===== src/rtl/cnn_acc_pkg.sv =====
// -----------------------------------------------------------------------------
// cnn_acc_pkg
// Shared definitions for the CNN accelerator filter path:
//   - FILTER_WIDTH_DEF / FILTER_ROW_DEF : defaults shared with the filter
//     scratchpad (word width and depth in words)
//   - fsl_state_t                       : filter_spad_loader FSM encoding
//   - clog2()                           : elaboration-time ceil(log2(x))
// No ports.
// -----------------------------------------------------------------------------
package cnn_acc_pkg;

    localparam int FILTER_WIDTH_DEF = 16;
    localparam int FILTER_ROW_DEF   = 12;

    typedef enum logic [1:0] {
        ST_IDLE  = 2'd0,
        ST_LOAD  = 2'd1,
        ST_DRAIN = 2'd2
    } fsl_state_t;

    // Number of address bits needed to index 'value' entries.
    function automatic int clog2(input int value);
        int result;
        int v;
        result = 0;
        v      = value - 1;
        while (v > 0) begin
            result = result + 1;
            v      = v >> 1;
        end
        return result;
    endfunction

endpackage


===== src/rtl/filter_spad_loader_if.sv =====
// -----------------------------------------------------------------------------
// filter_spad_loader_if
// Filter word stream between the upstream source and filter_spad_loader.
//   in_data  : stream word (FILTER_WIDTH bits)
//   in_valid : source has a word on in_data
//   in_ready : loader takes the word this cycle
// Handshake: a word transfers on the rising edge where in_valid && in_ready.
// The source holds in_data stable while in_valid is high and not yet accepted;
// in_ready may depend on loader state only, never on in_valid.
// Modports: master = stream source, slave = loader.
// -----------------------------------------------------------------------------
interface filter_spad_loader_if
    import cnn_acc_pkg::*;
#(
    parameter int FILTER_WIDTH = FILTER_WIDTH_DEF
);
    logic [FILTER_WIDTH-1:0] in_data;
    logic                    in_valid;
    logic                    in_ready;

    modport master (
        output in_data,
        output in_valid,
        input  in_ready
    );

    modport slave (
        input  in_data,
        input  in_valid,
        output in_ready
    );

endinterface


===== src/rtl/ring_ptr_add.sv =====
// -----------------------------------------------------------------------------
// ring_ptr_add
// Combinational modular pointer advance: o_sum = (i_ptr + i_inc) mod MOD.
// Valid for i_ptr < MOD and i_inc <= MOD, so one conditional subtract is
// enough. The sum is formed in AW+1 bits to hold the carry.
// Ports:
//   i_ptr [AW-1:0] : current pointer
//   i_inc [AW:0]   : increment, 0..MOD
//   o_sum [AW-1:0] : advanced pointer
// -----------------------------------------------------------------------------
module ring_ptr_add #(
    parameter int AW  = 4,
    parameter int MOD = 12
) (
    input  logic [AW-1:0] i_ptr,
    input  logic [AW:0]   i_inc,
    output logic [AW-1:0] o_sum
);

    logic [AW:0] w_sum;

    always_comb begin
        w_sum = {1'b0, i_ptr} + i_inc;
        if (w_sum >= (AW+1)'(MOD)) begin
            w_sum = w_sum - (AW+1)'(MOD);
        end
    end

    assign o_sum = w_sum[AW-1:0];

endmodule


===== src/rtl/filter_spad_loader.sv =====
// -----------------------------------------------------------------------------
// filter_spad_loader
// Pulls filter words from a valid/ready stream and writes them into the filter
// scratchpad, which is used as a circular buffer of whole filters. Reports to
// the PE controller how many complete filters are resident (o_filters_avail)
// and the row where the oldest one starts (o_rd_base).
//
// Optional feature: define FSL_STALL_CNT_EN to add o_stall_cnt, a saturating
// count of LOAD cycles where the source is valid but the loader is full.
//
// Ports:
//   i_clk, i_rst        : clock (rising edge), asynchronous active-low reset
//   i_start             : 1-cycle pulse, latches i_filter_size / i_num_filters
//   i_filter_size       : words per filter, 1..FILTER_ROW
//   i_num_filters       : filters for this job; 0 is a no-op
//   s_in                : filter word stream (slave side)
//   i_filter_done       : consumer releases the oldest resident filter
//   o_spad_din/waddr/wen: registered scratchpad write port
//   o_spad_chip_en      : tied high
//   o_rd_base           : start row of the oldest resident filter
//   o_filters_avail     : count of complete resident filters
//   o_busy              : FSM not in IDLE
//   o_cfg_err           : 1-cycle pulse when a start is rejected
//   o_stall_cnt         : (FSL_STALL_CNT_EN only) stalled-cycle counter
//   o_dbg_state         : FSM state, for observation
//   o_dbg_free_rows     : free scratchpad rows, for observation
// -----------------------------------------------------------------------------
module filter_spad_loader
    import cnn_acc_pkg::*;
#(
    parameter  int FILTER_WIDTH = FILTER_WIDTH_DEF,
    parameter  int FILTER_ROW   = FILTER_ROW_DEF,
    parameter  int NF_WIDTH     = 8,
    localparam int AW           = clog2(FILTER_ROW)
) (
    input  logic                    i_clk,
    input  logic                    i_rst,
    input  logic                    i_start,
    input  logic [AW:0]             i_filter_size,
    input  logic [NF_WIDTH-1:0]     i_num_filters,
    filter_spad_loader_if.slave     s_in,
    input  logic                    i_filter_done,
    output logic [FILTER_WIDTH-1:0] o_spad_din,
    output logic [AW-1:0]           o_spad_waddr,
    output logic                    o_spad_wen,
    output logic                    o_spad_chip_en,
    output logic [AW-1:0]           o_rd_base,
    output logic [AW:0]             o_filters_avail,
    output logic                    o_busy,
    output logic                    o_cfg_err,
`ifdef FSL_STALL_CNT_EN
    output logic [15:0]             o_stall_cnt,
`endif
    output fsl_state_t              o_dbg_state,
    output logic [AW:0]             o_dbg_free_rows
);

    localparam logic [AW:0] ONE_ROW = (AW+1)'(1);
    localparam logic [AW:0] ALL_ROWS = (AW+1)'(FILTER_ROW);

    // FSM and job configuration
    fsl_state_t              r_state;
    logic [AW:0]             r_fsize;
    logic [NF_WIDTH-1:0]     r_nf;
    logic [NF_WIDTH-1:0]     r_filt_cnt;
    logic [AW:0]             r_word_cnt;
    logic                    r_cfg_err;

    // Write path
    logic [AW-1:0]           r_wr_ptr;
    logic                    r_wen;
    logic                    r_wlast;
    logic [FILTER_WIDTH-1:0] r_din;
    logic [AW-1:0]           r_waddr;

    // Bookkeeping
    logic [AW-1:0]           r_rd_base;
    logic [AW:0]             r_free_rows;
    logic [AW:0]             r_filters_avail;

    logic                    w_in_ready;
    logic                    w_hs;
    logic                    w_done_acc;
    logic                    w_word_last;
    logic                    w_filt_last;
    logic                    w_cfg_bad;
    logic                    w_start_acc;
    logic                    w_commit_last;
    logic [AW-1:0]           w_wr_ptr_next;
    logic [AW-1:0]           w_rd_base_next;
    logic [AW:0]             w_free_next;

    // in_ready depends only on state and free space, never on in_valid.
    assign w_in_ready     = (r_state == ST_LOAD) && (r_free_rows != '0);
    assign s_in.in_ready  = w_in_ready;
    assign w_hs           = s_in.in_valid && w_in_ready;

    assign w_word_last    = (r_word_cnt == (r_fsize - ONE_ROW));
    assign w_filt_last    = (r_filt_cnt == (r_nf - NF_WIDTH'(1)));
    assign w_cfg_bad      = (i_filter_size == '0) || (i_filter_size > ALL_ROWS);
    assign w_start_acc    = (r_state == ST_IDLE) && i_start && !w_cfg_bad &&
                            (i_num_filters != '0);

    // A release with nothing resident is dropped entirely.
    assign w_done_acc     = i_filter_done && (r_filters_avail != '0);

    // A filter becomes available only when its last word is committed,
    // i.e. the edge that ends the cycle carrying that registered write.
    assign w_commit_last  = r_wen && r_wlast;

    ring_ptr_add #(
        .AW  (AW),
        .MOD (FILTER_ROW)
    ) u_wr_ptr_add (
        .i_ptr (r_wr_ptr),
        .i_inc (ONE_ROW),
        .o_sum (w_wr_ptr_next)
    );

    ring_ptr_add #(
        .AW  (AW),
        .MOD (FILTER_ROW)
    ) u_rd_base_add (
        .i_ptr (r_rd_base),
        .i_inc (r_fsize),
        .o_sum (w_rd_base_next)
    );

    // Net free-row update; handshake and release in the same cycle combine.
    // A handshake implies at least one free row and a release returns rows
    // that are occupied, so the result stays within 0..FILTER_ROW.
    always_comb begin
        w_free_next = r_free_rows;
        if (w_hs) begin
            w_free_next = w_free_next - ONE_ROW;
        end
        if (w_done_acc) begin
            w_free_next = w_free_next + r_fsize;
        end
    end

    // FSM, job configuration and registered scratchpad write
    always_ff @(posedge i_clk or negedge i_rst) begin
        if (!i_rst) begin
            r_state    <= ST_IDLE;
            r_fsize    <= '0;
            r_nf       <= '0;
            r_filt_cnt <= '0;
            r_word_cnt <= '0;
            r_cfg_err  <= 1'b0;
            r_wr_ptr   <= '0;
            r_wen      <= 1'b0;
            r_wlast    <= 1'b0;
            r_din      <= '0;
            r_waddr    <= '0;
        end else begin
            r_cfg_err <= 1'b0;
            r_wen     <= w_hs;
            if (w_hs) begin
                r_din    <= s_in.in_data;
                r_waddr  <= r_wr_ptr;
                r_wlast  <= w_word_last;
                r_wr_ptr <= w_wr_ptr_next;
            end

            unique case (r_state)
                ST_IDLE: begin
                    if (i_start) begin
                        if (w_cfg_bad) begin
                            r_cfg_err <= 1'b1;
                        end else if (w_start_acc) begin
                            r_fsize    <= i_filter_size;
                            r_nf       <= i_num_filters;
                            r_word_cnt <= '0;
                            r_filt_cnt <= '0;
                            r_state    <= ST_LOAD;
                        end
                    end
                end
                ST_LOAD: begin
                    if (w_hs) begin
                        if (w_word_last) begin
                            r_word_cnt <= '0;
                            r_filt_cnt <= r_filt_cnt + NF_WIDTH'(1);
                            if (w_filt_last) begin
                                r_state <= ST_DRAIN;
                            end
                        end else begin
                            r_word_cnt <= r_word_cnt + ONE_ROW;
                        end
                    end
                end
                // One cycle so the final registered write reaches the scratchpad.
                ST_DRAIN: begin
                    r_state <= ST_IDLE;
                end
                default: begin
                    r_state <= ST_IDLE;
                end
            endcase
        end
    end

    // Resident-filter bookkeeping; persists across IDLE so the consumer can
    // keep draining after the job finishes.
    always_ff @(posedge i_clk or negedge i_rst) begin
        if (!i_rst) begin
            r_free_rows     <= ALL_ROWS;
            r_filters_avail <= '0;
            r_rd_base       <= '0;
        end else begin
            r_free_rows <= w_free_next;
            if (w_done_acc) begin
                r_rd_base <= w_rd_base_next;
            end
            unique case ({w_commit_last, w_done_acc})
                2'b10:   r_filters_avail <= r_filters_avail + ONE_ROW;
                2'b01:   r_filters_avail <= r_filters_avail - ONE_ROW;
                default: r_filters_avail <= r_filters_avail;
            endcase
        end
    end

`ifdef FSL_STALL_CNT_EN
    logic [15:0] r_stall_cnt;

    always_ff @(posedge i_clk or negedge i_rst) begin
        if (!i_rst) begin
            r_stall_cnt <= '0;
        end else if (w_start_acc) begin
            r_stall_cnt <= '0;
        end else if ((r_state == ST_LOAD) && s_in.in_valid && !w_in_ready &&
                     (r_stall_cnt != 16'hFFFF)) begin
            r_stall_cnt <= r_stall_cnt + 16'd1;
        end
    end

    assign o_stall_cnt = r_stall_cnt;
`endif

    assign o_spad_din      = r_din;
    assign o_spad_waddr    = r_waddr;
    assign o_spad_wen      = r_wen;
    assign o_spad_chip_en  = 1'b1;
    assign o_rd_base       = r_rd_base;
    assign o_filters_avail = r_filters_avail;
    assign o_busy          = (r_state != ST_IDLE);
    assign o_cfg_err       = r_cfg_err;
    assign o_dbg_state     = r_state;
    assign o_dbg_free_rows = r_free_rows;

endmodule

===== src/flat_wrapper.sv =====
// flat-port wrapper written by rule: the top's interface ports become plain ports
module filter_spad_loader_flat import cnn_acc_pkg::*;
#(
    parameter  int FILTER_WIDTH = FILTER_WIDTH_DEF,
    parameter  int FILTER_ROW   = FILTER_ROW_DEF,
    parameter  int NF_WIDTH     = 8,
    localparam int AW           = clog2(FILTER_ROW)
)
  (i_clk, i_rst, i_start, i_filter_size, i_num_filters, i_filter_done, o_spad_din, o_spad_waddr, o_spad_wen, o_spad_chip_en, o_rd_base, o_filters_avail, o_busy, o_cfg_err, o_dbg_state, o_dbg_free_rows, s_in_in_data, s_in_in_valid, s_in_in_ready);
  filter_spad_loader_if #(.FILTER_WIDTH(FILTER_WIDTH)) s_in_i ();
  input  logic i_clk;
  input  logic i_rst;
  input  logic i_start;
  input  logic [AW:0] i_filter_size;
  input  logic [NF_WIDTH-1:0] i_num_filters;
  input  logic i_filter_done;
  output logic [FILTER_WIDTH-1:0] o_spad_din;
  output logic [AW-1:0] o_spad_waddr;
  output logic o_spad_wen;
  output logic o_spad_chip_en;
  output logic [AW-1:0] o_rd_base;
  output logic [AW:0] o_filters_avail;
  output logic o_busy;
  output logic o_cfg_err;
  output fsl_state_t o_dbg_state;
  output logic [AW:0] o_dbg_free_rows;
  input wire logic [$bits(s_in_i.in_data)-1:0] s_in_in_data;
  input wire logic [$bits(s_in_i.in_valid)-1:0] s_in_in_valid;
  output wire logic [$bits(s_in_i.in_ready)-1:0] s_in_in_ready;
  assign s_in_i.in_data = s_in_in_data;
  assign s_in_i.in_valid = s_in_in_valid;
  assign s_in_in_ready = s_in_i.in_ready;
  filter_spad_loader #(.FILTER_WIDTH(FILTER_WIDTH), .FILTER_ROW(FILTER_ROW), .NF_WIDTH(NF_WIDTH)) u_core (.i_clk(i_clk), .i_rst(i_rst), .i_start(i_start), .i_filter_size(i_filter_size), .i_num_filters(i_num_filters), .s_in(s_in_i), .i_filter_done(i_filter_done), .o_spad_din(o_spad_din), .o_spad_waddr(o_spad_waddr), .o_spad_wen(o_spad_wen), .o_spad_chip_en(o_spad_chip_en), .o_rd_base(o_rd_base), .o_filters_avail(o_filters_avail), .o_busy(o_busy), .o_cfg_err(o_cfg_err), .o_dbg_state(o_dbg_state), .o_dbg_free_rows(o_dbg_free_rows));
endmodule

===== config.mk =====
export PLATFORM = sky130hd
export DESIGN_NAME = filter_spad_loader_flat
export DESIGN_NICKNAME = d
export VERILOG_FILES = /design/src/rtl/cnn_acc_pkg.sv /design/src/rtl/filter_spad_loader_if.sv /design/src/rtl/ring_ptr_add.sv /design/src/rtl/filter_spad_loader.sv /design/src/flat_wrapper.sv
export SDC_FILE = /design/constraint.sdc
export NUM_CORES = 1
export LEC_CHECK = 0
export ABC_AREA = 1
export CAP_MARGIN = 20
export CORE_ASPECT_RATIO = 1.75
export CORE_MARGIN = 2
export CORE_UTILIZATION = 25
export CTS_CLUSTER_SIZE = 40
export DETAILED_ROUTE_END_ITERATION = 7
export PLACE_DENSITY_LB_ADDON = 0.12
export SLEW_MARGIN = 0
export SYNTH_ARGS = -nofsm -noshare
export SYNTH_HDL_FRONTEND = slang
export SYNTH_SLANG_ARGS = --single-unit

===== constraint.sdc =====
create_clock -name i_clk -period 2.8 [get_ports i_clk]
set_input_delay 0.7 -clock i_clk [delete_from_list [all_inputs] [get_ports i_clk]]
set_output_delay 0.7 -clock i_clk [all_outputs]
set_load 0.1 [all_outputs]

==> key figures <==
STA
  • Final setup violating endpoints: 0
  • Timing-limited maximum frequency: around 0.39 GHz
  • Final Max Tran Viols: 0
  • Worst rel slew slack: roughly three fifths
  • RSZ-0062 raised after global routing: no
  • Least-Margin Pin Slew: 0.590 ns
  • Post-layout min period: 2.57 ns
  • Final hold vios: 0
  • WHS: 0.363 ns
  • Tcrit/Tclk final: 91.7%
  • Clock Skew: 0.00891 ns

Die
  • Num ports: 75
  • Starting Density: 25.4%
  • Core Area: roughly 16,000 um^2
  • Die X-Extent: 102 um
  • Die Height: 175 um
  • Placement Rows: 62
  • Full die area: about 18,000 um^2

Clock tree
  • Clk_lat worst skew: 0.33 ns
  • Post-CTS Hold Fix Bufs: 0
  • Cts bufs inserted: 9
  • # resized after CTS: 0
  • CTS clk-pin slew, worst paths: about 0.06 ns
  • Clock Path Buffers: 2
  • Post-CTS setup buffers: 0
  • Clk root buf: clkbuf_16
  • CTS tree: done
  • H-tree depth: 3
  • Clk sinks: 69

Yosys
  • Netlist Area Pre-Place: approximately 4200 um^2
  • Synth top cells by count: nand2_1, dfrtp_1, inv_1
  • Synth top area share: 40.3%
  • Sequential fraction of the synthesis area: slightly above 40%
  • Leading post-synthesis cells by cell area: dfrtp_1, nand2_1, ha_1
  • Distinct cells, synth: 38
  • Flop and latch count out of synthesis: 69
  • Yosys warning count: 0
  • Cell taking the most area after synthesis: dfrtp_1
  • Cells after Synth: 555
  • Asr flop ratio synth: between 90% and 100%
  • Top_reg_cell synth: dfrtp_1
  • Syn nets: between 600 and 700
  • Top-count cell post-synth: nand2_1
  • EDFF count, synth: 0
  • Synth Area per Inst: 7.50 um^2

Global route
  • Gr usage total: 13.2%
  • Initial antenna violation count: 0
  • Vias in the first global route: 3,709
  • Largest net degree at the start of global routing: 30
  • Overflow after GRT: 0
  • First-pass GRT wire length: 18,100 um

Outcome
  • Status: finished, final reports clean

Detailed routing
  • Total wire length: about 11,000 um
  • Vias per inst: 4.19
  • Antenna Nets Post-Route: 0
  • Initial drt markers: 86
  • Drt pass-1 iters: 5
  • Wire per inst: between 10 and 15 um
  • DRC violations left: 0
  • Via count: 3,645

Place
  • Final Wtd Congestion: between 0.8 and 0.9
  • Final HPWL DP: 8430 um
  • IO Port Bufs: 73
  • Post-Place Cells: between 800 and 900

Setup path
  • Worst EP arrival: around 2.8 ns
  • Critical Path Fanout Max: 7
  • CP Launch Type: flop
  • Crit-path slowest cell: dfstp_4
  • Worst setup EP type: flop
  • Crit Path Class: reg -> reg
  • Top delay family on crit path: flip-flops
  • CP bufs+invs: 1
  • Req. time, crit path: 3.05 ns
  • Worst path max stage delay: 0.63 ns
  • Worst-path cell chain: inv_4, nand2_2, nor2_2, nor2_4, nand2_2, xor2_2, ha_2, fa_2, nand2_1, nand2_1, a21oi_2, a21oi_1, o21ai_1, xor2_1

Layout
  • # nets final: 700
  • Layout cells sized above 1: between 10% and 20%
  • # diodes: 0
  • Filler cells: 1,747
  • Final Non-Filler Cells: 870
  • P&R area growth vs syn: 32.5%

Job
  • Maxcap violations: 0

Min path
  • Hold WC Path Type: in -> async
cell type report:
class / instances / area, um^2 / share of cell area, %
clock buffers: 10 / 229 / 4.15
clock inverters: 6 / 87.6 / 1.59
inverters: 71 / 274 / 4.97
multi-input cells: 404 / 2140 / 38.9
flip-flops and latches: 69 / 1750 / 31.7
well taps: 224 / 280 / 5.08
repair buffers: 86 / 748 / 13.6
stage by stage:
stage	setup TNS, ns	cell area [um^2]	setup WS [ns]	utilization (%)
final	0	5510	0.233	33.7
after floorplan	-0.745	4240	-0.374	-
after global routing	0	5510	0.0228	33.7
after global placement	-0.0105	5200	-0.0105	31.8
after CTS	0	5510	0.207	33.7
after detailed placement	-0.0198	5200	-0.0198	31.8
sequential cells by signal (all words and copies together) (netlist names), 2 cells and up:
register	cells
u_core.o_dbg_free_rows	5
u_core.o_dbg_state	2
u_core.o_filters_avail	5
u_core.o_rd_base	4
u_core.o_spad_din	16
u_core.o_spad_waddr	4
u_core.r_filt_cnt	8
u_core.r_fsize	5
u_core.r_nf	8
u_core.r_word_cnt	5
u_core.r_wr_ptr	4
worst reg2reg max path, delay by kind of cell (launching register included):
| family | cells | cell delay [ns] |
|---|---|---|
| flip-flops | 1 | 0.63 |
| AND/OR/NAND/NOR | 6 | 0.61 |
| adder cells (fa/ha/maj) | 2 | 0.57 |
| XOR/XNOR | 2 | 0.34 |
| AO/OA/AOI/OAI | 3 | 0.32 |
| buffers and inverters | 1 | 0.04 |
cells in the final DEF (no fill, tap or decap), types with 5 or more instances in the layout:
master	netlist	routed
a21oi_1	8	7
buf_4	1	51
clkbuf_16	0	9
clkdlybuf4s50_1	0	32
dfrtp_1	67	62
ha_1	22	20
inv_1	62	59
inv_2	8	8
nand2_1	208	207
nand2_2	5	6
nand3_1	30	30
nor2_1	40	39
o21ai_0	24	23
o21ai_2	7	7
or2_2	7	7
xnor2_1	5	5
xor2_1	18	17
cell families after synthesis:
group	share of synthesized area (%)
AND/OR/NAND/NOR	30.6
buffers and inverters	7.85
flip-flops	41.6
AO/OA/AOI/OAI	6.98
adder cells (fa/ha/maj)	8.06
XOR/XNOR	4.84
other	0.0901
worst paths after layout:
kind | cells past startpoint | slack (ns) | start | to
max in group asynchronous | 2 | 1.74 | i_rst | u_core.o_spad_din[4]$_DFFE_PN0N_
max | 14 | 0.23 | u_core.o_dbg_free_rows[2]$_DFF_PN1_ | u_core.o_dbg_free_rows[4]$_DFF_PN0_
min in group i_clk | 2 | 0.48 | u_core.o_spad_din[8]$_DFFE_PN0N_ | u_core.o_spad_din[8]$_DFFE_PN0N_
max reg2reg | 14 | 0.23 | u_core.o_dbg_free_rows[2]$_DFF_PN1_ | u_core.o_dbg_free_rows[4]$_DFF_PN0_
min reg2reg | 2 | 0.48 | u_core.o_spad_din[8]$_DFFE_PN0N_ | u_core.o_spad_din[8]$_DFFE_PN0N_
min | 1 | 0.36 | i_rst | u_core.r_nf[0]$_DFFE_PN0P_
metal layers:
metal	wire length, um	global-route usage [%]	vias to the layer above	share of wire (%)
li1	-	-	1887	-
met1	4180	13.9	1681	38
met2	6110	24.5	60	56
met3	300	2.08	17	2.8
met4	314	6.48	0	2.9
met5	0	0	-	0
Power is left out: the tool's default activity adds up to more than one toggle a clock period on the data nets, which glitch-free logic cannot reach.
